`config.mk`:
```
export PLATFORM = sky130hd
export DESIGN_NAME = mul_share_arb_flat
export DESIGN_NICKNAME = d
export VERILOG_FILES = /design/src/rtl/mul_share_arb_if.sv /design/src/rtl/mul_share_arb.sv /design/src/flat_wrapper.sv
export SDC_FILE = /design/constraint.sdc
export NUM_CORES = 1
export LEC_CHECK = 0
export CORE_MARGIN = 2
export CORE_UTILIZATION = 45
export DETAILED_ROUTE_END_ITERATION = 10
export PLACE_DENSITY = 0.64
export SYNTH_ARGS = -nofsm -noshare
export SYNTH_HDL_FRONTEND = slang
export SYNTH_SLANG_ARGS = --single-unit
```
`constraint.sdc`:
```
create_clock -name sys_clk -period 13.3 [get_ports sys_clk]
set_clock_uncertainty 0.1 [all_clocks]
set_input_delay 2.66 -clock sys_clk [delete_from_list [all_inputs] [get_ports sys_clk]]
set_output_delay 2.66 -clock sys_clk [all_outputs]
set_load 0.01 [all_outputs]
```
`src/rtl/mul_share_arb_if.sv`:
```
// mul_share_arb_if
//   Request/response bundle for the shared multiplier.
//   Clock and reset are plain ports on the block, not part of this bundle.
//
//   req_valid  [NREQ]        per-requester request strobe, held until accepted
//   req_a      [NREQ*WIDTH]  operand A, requester i at [i*WIDTH +: WIDTH]
//   req_b      [NREQ*WIDTH]  operand B, same packing
//   req_ready  [NREQ]        one-hot-or-zero grant (combinational)
//   resp_valid [NREQ]        one-hot-or-zero one-cycle result pulse
//   resp_data  [WIDTH]       truncated product, qualified by resp_valid
//   busy                     any pipeline stage holds a valid entry
//
//   master: requester side; slave: mul_share_arb side.
interface mul_share_arb_if #(
    parameter int unsigned NREQ  = 4,
    parameter int unsigned WIDTH = 32
);
    logic [NREQ-1:0]       req_valid;
    logic [NREQ*WIDTH-1:0] req_a;
    logic [NREQ*WIDTH-1:0] req_b;
    logic [NREQ-1:0]       req_ready;
    logic [NREQ-1:0]       resp_valid;
    logic [WIDTH-1:0]      resp_data;
    logic                  busy;

    modport master (
        output req_valid, req_a, req_b,
        input  req_ready, resp_valid, resp_data, busy
    );

    modport slave (
        input  req_valid, req_a, req_b,
        output req_ready, resp_valid, resp_data, busy
    );
endinterface

```
`src/rtl/mul_share_arb.sv`:
```
// mul_share_arb
//   Shared MUL_LAT-stage pipelined multiplier fronted by an arbiter. At most
//   one request is accepted per cycle; its truncated product returns to the
//   originating requester as a one-cycle resp_valid pulse exactly MUL_LAT
//   cycles after the accept edge. No stall, no response backpressure.
//
//   Ports:
//     sys_clk    rising-edge clock
//     sys_rst_n  asynchronous active-low reset (flushes the pipeline)
//     bus        mul_share_arb_if.slave request/response bundle
//
//   Build option:
//     MUL_SHARE_FIXED_PRI_EN  defined   -> fixed priority, lowest index wins
//                             undefined -> round-robin starting at ptr
module mul_share_arb #(
    parameter int unsigned NREQ    = 4,
    parameter int unsigned WIDTH   = 32,
    parameter int unsigned MUL_LAT = 5
) (
    input  logic            sys_clk,
    input  logic            sys_rst_n,
    mul_share_arb_if.slave  bus
);
    localparam int unsigned PW = (NREQ > 1) ? $clog2(NREQ) : 1;

    logic [NREQ-1:0]  grant_vec;
    logic [PW-1:0]    grant_idx;
    logic             found;
    int unsigned      idx;
    logic             accept;
    logic [WIDTH-1:0] a_sel;
    logic [WIDTH-1:0] b_sel;
    logic [WIDTH-1:0] prod_d;

    logic [WIDTH-1:0] prod_q [MUL_LAT];
    logic [PW-1:0]    tag_q  [MUL_LAT];
    logic [MUL_LAT-1:0] v_q;

`ifndef MUL_SHARE_FIXED_PRI_EN
    logic [PW-1:0] ptr_q;
    logic [PW-1:0] ptr_d;
`endif

    // Grant the first valid requester in search order.
    always_comb begin
        grant_vec = '0;
        grant_idx = '0;
        found     = 1'b0;
        idx       = 0;
        for (int unsigned k = 0; k < NREQ; k++) begin
`ifdef MUL_SHARE_FIXED_PRI_EN
            idx = k;
`else
            idx = (32'(ptr_q) + k) % NREQ;
`endif
            if (!found && bus.req_valid[idx]) begin
                found          = 1'b1;
                grant_vec[idx] = 1'b1;
                grant_idx      = PW'(idx);
            end
        end
    end

    // Grant is suppressed combinationally while reset is held.
    assign bus.req_ready = grant_vec & {NREQ{sys_rst_n}};
    assign accept        = |bus.req_ready;

    always_comb begin
        a_sel = '0;
        b_sel = '0;
        for (int unsigned i = 0; i < NREQ; i++) begin
            if (grant_vec[i]) begin
                a_sel = bus.req_a[i*WIDTH +: WIDTH];
                b_sel = bus.req_b[i*WIDTH +: WIDTH];
            end
        end
    end

    // Assignment context is WIDTH bits, so the product is taken mod 2^WIDTH.
    assign prod_d = a_sel * b_sel;

`ifndef MUL_SHARE_FIXED_PRI_EN
    always_comb begin
        ptr_d = ptr_q;
        if (accept) begin
            ptr_d = (grant_idx == PW'(NREQ - 1)) ? '0 : grant_idx + PW'(1);
        end
    end

    always_ff @(posedge sys_clk or negedge sys_rst_n) begin
        if (!sys_rst_n) begin
            ptr_q <= '0;
        end else begin
            ptr_q <= ptr_d;
        end
    end
`endif

    // Free-running pipeline; a cycle without accept injects a bubble.
    always_ff @(posedge sys_clk or negedge sys_rst_n) begin
        if (!sys_rst_n) begin
            v_q <= '0;
            for (int unsigned s = 0; s < MUL_LAT; s++) begin
                prod_q[s] <= '0;
                tag_q[s]  <= '0;
            end
        end else begin
            v_q[0]    <= accept;
            prod_q[0] <= prod_d;
            tag_q[0]  <= grant_idx;
            for (int unsigned s = 1; s < MUL_LAT; s++) begin
                v_q[s]    <= v_q[s-1];
                prod_q[s] <= prod_q[s-1];
                tag_q[s]  <= tag_q[s-1];
            end
        end
    end

    assign bus.resp_data = prod_q[MUL_LAT-1];
    assign bus.busy      = |v_q;

    always_comb begin
        bus.resp_valid = '0;
        for (int unsigned i = 0; i < NREQ; i++) begin
            if (v_q[MUL_LAT-1] && (tag_q[MUL_LAT-1] == PW'(i))) begin
                bus.resp_valid[i] = 1'b1;
            end
        end
    end
endmodule

```
`src/flat_wrapper.sv`:
```
// flat-port wrapper written by rule: the top's interface ports become plain ports
module mul_share_arb_flat 
#(
    parameter int unsigned NREQ    = 4,
    parameter int unsigned WIDTH   = 32,
    parameter int unsigned MUL_LAT = 5
)
  (sys_clk, sys_rst_n, bus_req_valid, bus_req_a, bus_req_b, bus_req_ready, bus_resp_valid, bus_resp_data, bus_busy);
  mul_share_arb_if #(.NREQ(NREQ), .WIDTH(WIDTH)) bus_i ();
  input  logic sys_clk;
  input  logic sys_rst_n;
  input wire logic [$bits(bus_i.req_valid)-1:0] bus_req_valid;
  input wire logic [$bits(bus_i.req_a)-1:0] bus_req_a;
  input wire logic [$bits(bus_i.req_b)-1:0] bus_req_b;
  output wire logic [$bits(bus_i.req_ready)-1:0] bus_req_ready;
  output wire logic [$bits(bus_i.resp_valid)-1:0] bus_resp_valid;
  output wire logic [$bits(bus_i.resp_data)-1:0] bus_resp_data;
  output wire logic [$bits(bus_i.busy)-1:0] bus_busy;
  assign bus_i.req_valid = bus_req_valid;
  assign bus_i.req_a = bus_req_a;
  assign bus_i.req_b = bus_req_b;
  assign bus_req_ready = bus_i.req_ready;
  assign bus_resp_valid = bus_i.resp_valid;
  assign bus_resp_data = bus_i.resp_data;
  assign bus_busy = bus_i.busy;
  mul_share_arb #(.NREQ(NREQ), .WIDTH(WIDTH), .MUL_LAT(MUL_LAT)) u_core (.sys_clk(sys_clk), .sys_rst_n(sys_rst_n), .bus(bus_i));
endmodule
```
---- Word level (Yosys, flattened, before mapping) ----
Cells that the tools add are included.
W data, S select, Z words.
cells by class
  reductions and logical operators ........ 17
  mux-type cells .......................... 40
  $mul .................................... 1
  add/sub/neg operators ................... 4
  bitwise logic cells ..................... 4
  equality and inequality tests ........... 4
  order comparisons ....................... 8
operators by type and width
  kind                   number
  $mux W32               8
  $mul A32 B32 Y32       1
  $mux W4                4
  $mux W1                15
  $lt A2 B3 Y1 const B   4
  $or A4 B4 Y4           3
  $logic_and A1 B1 Y1    11
  $mux W2                5
  $bmux W1 S2            4
  $demux W1 S2           4
  $ge A2 B1 Y1 const B   4
  $eq A2 B2 Y1 const B   3
  $reduce_or A5 Y1       1
  $add A2 B1 Y2 const B  2
  $add A2 B2 Y2 const B  2
  $and A4 B4 Y4          1
  $reduce_or A4 Y1       1
  $logic_not A1 Y1       3
  $eq A2 B1 Y1 const B   1
  $logic_not A2 Y1       1
word-level totals
  output and inout port bits .............. 41
  word-level logic and storage cells ...... 90
  bits of input ports ..................... 262
  register bits ........................... 177

---- Logic depth before layout (Yosys ltp) ----
  depth in word-level cells ............... 17
  mapped depth ............................ 45
  depth with buffers taken out ............ 38

---- Worst setup path after synthesis ----
No wires, ideal clock.
  path type ............................... in2reg
  from .................................... input bus_req_valid[0]
  to ...................................... register u_core.prod_q[159] (netlist bit)
  data arrival time ....................... 12.701 ns
  setup slack ............................. 0.376 ns
  setup time .............................. 0.123 ns
  required time ........................... 13.077 ns
  stages .................................. 38
  buffers on the path ..................... 9
  cells stage by stage .................... buf_6 > mux4_2 > and2_0 > a311o_1 > or3b_1 > buf_2 > buf_4 > buf_2 > buf_1 > buf_1 > clkbuf_1 > clkbuf_1 > a22oi_1 > clkbuf_1 > nor2_1 > fa_1 > inv_1 > fa_1 > [2 not listed] > inv_1 > fa_1 > inv_1 > fa_1 > inv_1 > fa_1 > fa_1 > ha_1 > a2111oi_0 > a21oi_1 > a21o_1 > a211oi_1 > a21oi_1 > and4_1 > o31ai_1 > a21boi_0 > o22a_1 > xnor2_1
on the way
  longest elaborated chain between the ends .. 17
  elaborated cells between the ends (all ways) .. 33
  those cells by class .................... 1 x mul; 23 x mux; 3 x bitwise; 6 x reduce/logical
ends and longest elaborated chain
  what                             RTL line              RTL
  from (decl)                      flat_wrapper.sv:12    input wire logic [$bits(bus_i.req_valid)-1:0] bus_req_valid;
  $bmux W1 S2                      mul_share_arb.sv:56   if (!found && bus.req_valid[idx]) begin
  $mux W1 (implied by the code)    mul_share_arb.sv:56
  $mux W1                          mul_share_arb.sv:56
  $logic_not A1 Y1                 mul_share_arb.sv:56
  $logic_and A1 B1 Y1              mul_share_arb.sv:56
  $mux W1                          mul_share_arb.sv:56
  $logic_not A1 Y1                 mul_share_arb.sv:56
  $logic_and A1 B1 Y1              mul_share_arb.sv:56
  $mux W1                          mul_share_arb.sv:56
  $logic_not A1 Y1                 mul_share_arb.sv:56
  $logic_and A1 B1 Y1              mul_share_arb.sv:56
  $mux W4 (*)                      mul_share_arb.sv:56
  $mux W32 (4 in a row)            mul_share_arb.sv:72   if (grant_vec[i]) begin
  $mul A32 B32 Y32 (*)             mul_share_arb.sv:80   assign prod_d = a_sel * b_sel;
  net u_core.prod_d[31]            mul_share_arb.sv:33   logic [WIDTH-1:0] prod_d;
  to (signal, indexed assignment)  mul_share_arb.sv:113  prod_q[s] <= prod_q[s-1];
  to (decl)                        mul_share_arb.sv:35   logic [WIDTH-1:0] prod_q [MUL_LAT];
The timed path passes the listed nets; every way through them passes the cells marked *. The select of a mux whose other input is x is not followed.
A chain may end at the register's enable or synchronous reset.

---- Final worst setup path ----
Ends and elaborated chain as after synthesis.

==> out/qor.csv <==
metric,value,unit
min_period_over_period,94.7,%
core,49900,µm²
worst-path-max-fanout,28,
clockRootBuffer,clkbuf_16,
syn_area,22600,µm²
antenna_found_initial,3,
wl_per_cell,23.3,µm
synth_area_per_cell,9.63,µm²
cts-htree-levels,4,
synthArstFlopShare,100,%
cts_tree,done,
outcome,"complete, no violations",
hold_class,flop to flop,
nNetsFinal,3481,
required,13550,ps
drive_gt1_share,10.1,%
dr.pass1.iters,5,
syn_to_final_growth,22.7,%
viasPerCell,5.36,
max_stage_delay,610,ps
cap_violations,0,
drt_iter0_drc,1335,
drc,0,
cts.sinks,177,
die-width,228,µm
die_height,228,µm
rows,82,
clockBufferDepth,2,
crit_type,input port to flop,
grt_use_total,31.4,%
cp.arrival,12840,ps
reg2regPathDepth,38,
critPathLaunchType,input port,
setup_viol,0,
r2r-end,u_core.prod_q[159]$_DFF_PN0_,
overflow,0,
fin_setup_tns,0,ps
crit_path_end_kind,flop,
routed-via-count,18100,
slew_headroom,36.3,%
crit_path_top_delay_cell,clkdlybuf4s50_1,
cpMostUsedCell,fa_1,
hold_buffers,0,
hpwl,65500,µm
final_antenna_net_count,0,
boundaryPins,303,
hold_violations,0,
routed_wl,78500,µm
final_cell_mix,"408 x fa_1, 401 x inv_1, 335 x nor2_1",
die_area,52000,µm²
rsz0062_at_grt,false,
ys.flop_type,dfrtp_1,
grt_max_degree,68,
hold_path_end,u_core.prod_q[124]$_DFF_PN0_,
hold_path_depth,0,
synthDistinctLibCells,71,
ys_warn_count,0,
hp-start,u_core.prod_q[156]$_DFF_PN0_,
r2r_setup_slack,1780,ps
clkTransAtPathRegs,70,ps
fmax,0.0794,GHz
synth.ff_latch_count,177,
grt_pass1_vias,20300,
syn-num-nets,3147,
synth_cells,2347,
fin_crit,12590,ps
start_util,45.3,%
finalMaxSlewViolations,0,
gp_congestion,0.957,
clkLatencyLatePin,460,ps
worstMarginPinSlew,956,ps
final_common_cell,fa_1,
seq_area_frac_synth,19.6,%
synth_edf_count,0,
portBuffers,302,
grt_first_pass_wirelength,122000,µm
cts_made_buffers,17,
## worst max-delay path: cells and delay by family
kind	cells	cell delay, ps
adders and majority gates	9	3780
buffers and inverters	6	1240
and+or+nand+nor	7	1750
xor gates and xnor gates	1	120
AOI/OAI and AO/OA	14	3240
## worst max-delay path by stage
stage	end	cells after the start	slack, ps	startpoint
6_report	u_core.prod_q[159]$_DFF_PN0_	37	710	bus_req_valid[0]
5_1_grt	u_core.prod_q[159]$_DFF_PN0_	36	220	bus_req_valid[0]
4_1_cts	u_core.prod_q[159]$_DFF_PN0_	37	520	bus_req_valid[0]
3_5_place_dp	u_core.prod_q[159]$_DFF_PN0_	37	20	bus_req_valid[0]
3_3_place_gp	u_core.prod_q[159]$_DFF_PN0_	37	130	bus_req_valid[0]
2_1_floorplan	u_core.prod_q[159]$_DFF_PN0_	38	380	bus_req_valid[0]
## final cells by class
type	instances	area, µm²
tap	672	841
multi-input combinational	1624	16000
clock inverter	11	131
antenna	4	10.0
timing repair buffer	460	4340
clock buffer	20	437
fill	4524	22100
inverter	401	1510
sequential	177	4430
## layer usage
metal | up-vias | GRT usage [%] | wire length (µm)
li1 | 7919 | - | -
met1 | 9260 | 40.6 | 32400
met2 | 739 | 53.6 | 38500
met3 | 133 | 5.33 | 5160
met4 | 0 | 10.8 | 2520
met5 | - | 0 | 0
## synthesized netlist by cell type (3+ instances only)
library cell	number	area, µm²
a211oi_1	5	37.5
a21o_1	13	97.6
a21oi_1	35	175
a221o_1	15	150
a221oi_1	41	359
a222oi_1	4	40.0
a22o_1	9	78.8
a22oi_1	13	97.6
a2bb2oi_1	14	123
a31oi_1	9	56.3
and2_1	18	113
and3_1	9	56.3
buf_1	9	33.8
buf_2	24	120
buf_4	33	248
clkbuf_1	77	289
dfrtp_1	177	4430
fa_1	408	8170
ha_1	130	1630
inv_1	401	1510
mux2i_1	5	50.1
mux4_2	4	90.1
nand2_1	185	694
nand2b_1	33	206
nand3_1	15	75.1
nand3b_1	6	45.0
nor2_1	335	1260
nor2b_1	12	75.1
nor3_1	11	55.1
o211a_1	7	70.1
o211ai_1	6	45.0
o21a_1	23	173
o21ai_0	64	320
o21ai_1	12	60.1
o21bai_1	3	22.5
o221ai_1	3	26.3
o31ai_1	4	30.0
or2_2	57	357
xnor2_1	59	517
xnor3_1	5	113
xor2_1	16	140
## logic make-up (layout without fill, tap and decap cells)
family	count (synthesis)	after routing	synth area share [%]
multiplexers	10	10	0.670
adder cells (fa/ha/maj)	538	538	43.3
AO/OA/AOI/OAI	297	297	9.52
flip-flops	177	177	19.6
XOR/XNOR	81	81	3.51
buffers and inverters	546	892	9.82
other	0	4	0
AND/OR/NAND/NOR	698	698	13.6
## per-stage QoR
stage               util [%]  worst slack [ps]  hold WS [ps]  cell area [µm²]  cells
floorplan                  -               376           231            22600   2347
global placement        54.3               131           232            27100   3328
detailed placement      54.3              24.2           235            27100   3328
CTS                     55.5               525           246            27600   3359
global route            55.6               221           246            27700   3367
finish                  55.6               710           245            27700   3369
## sequential cells by signal (all words and copies together) (netlist names), named ones only
signal / count
u_core.prod_q: 128
u_core.tag_q: 10
u_core.bus.resp_data: 32
u_core.ptr_q: 1
u_core.v_q: 5
## what timing repair did
item | 4_1_cts | 5_1_grt
setup buffers | 0 | 6
hold endpoints to repair | 0 | 0
gates resized for setup | 0 | 5
setup endpoints to repair | 0 | 2
Power is left out: the tool's default activity adds up to more than one toggle a clock period on the data nets, which glitch-free logic cannot reach.
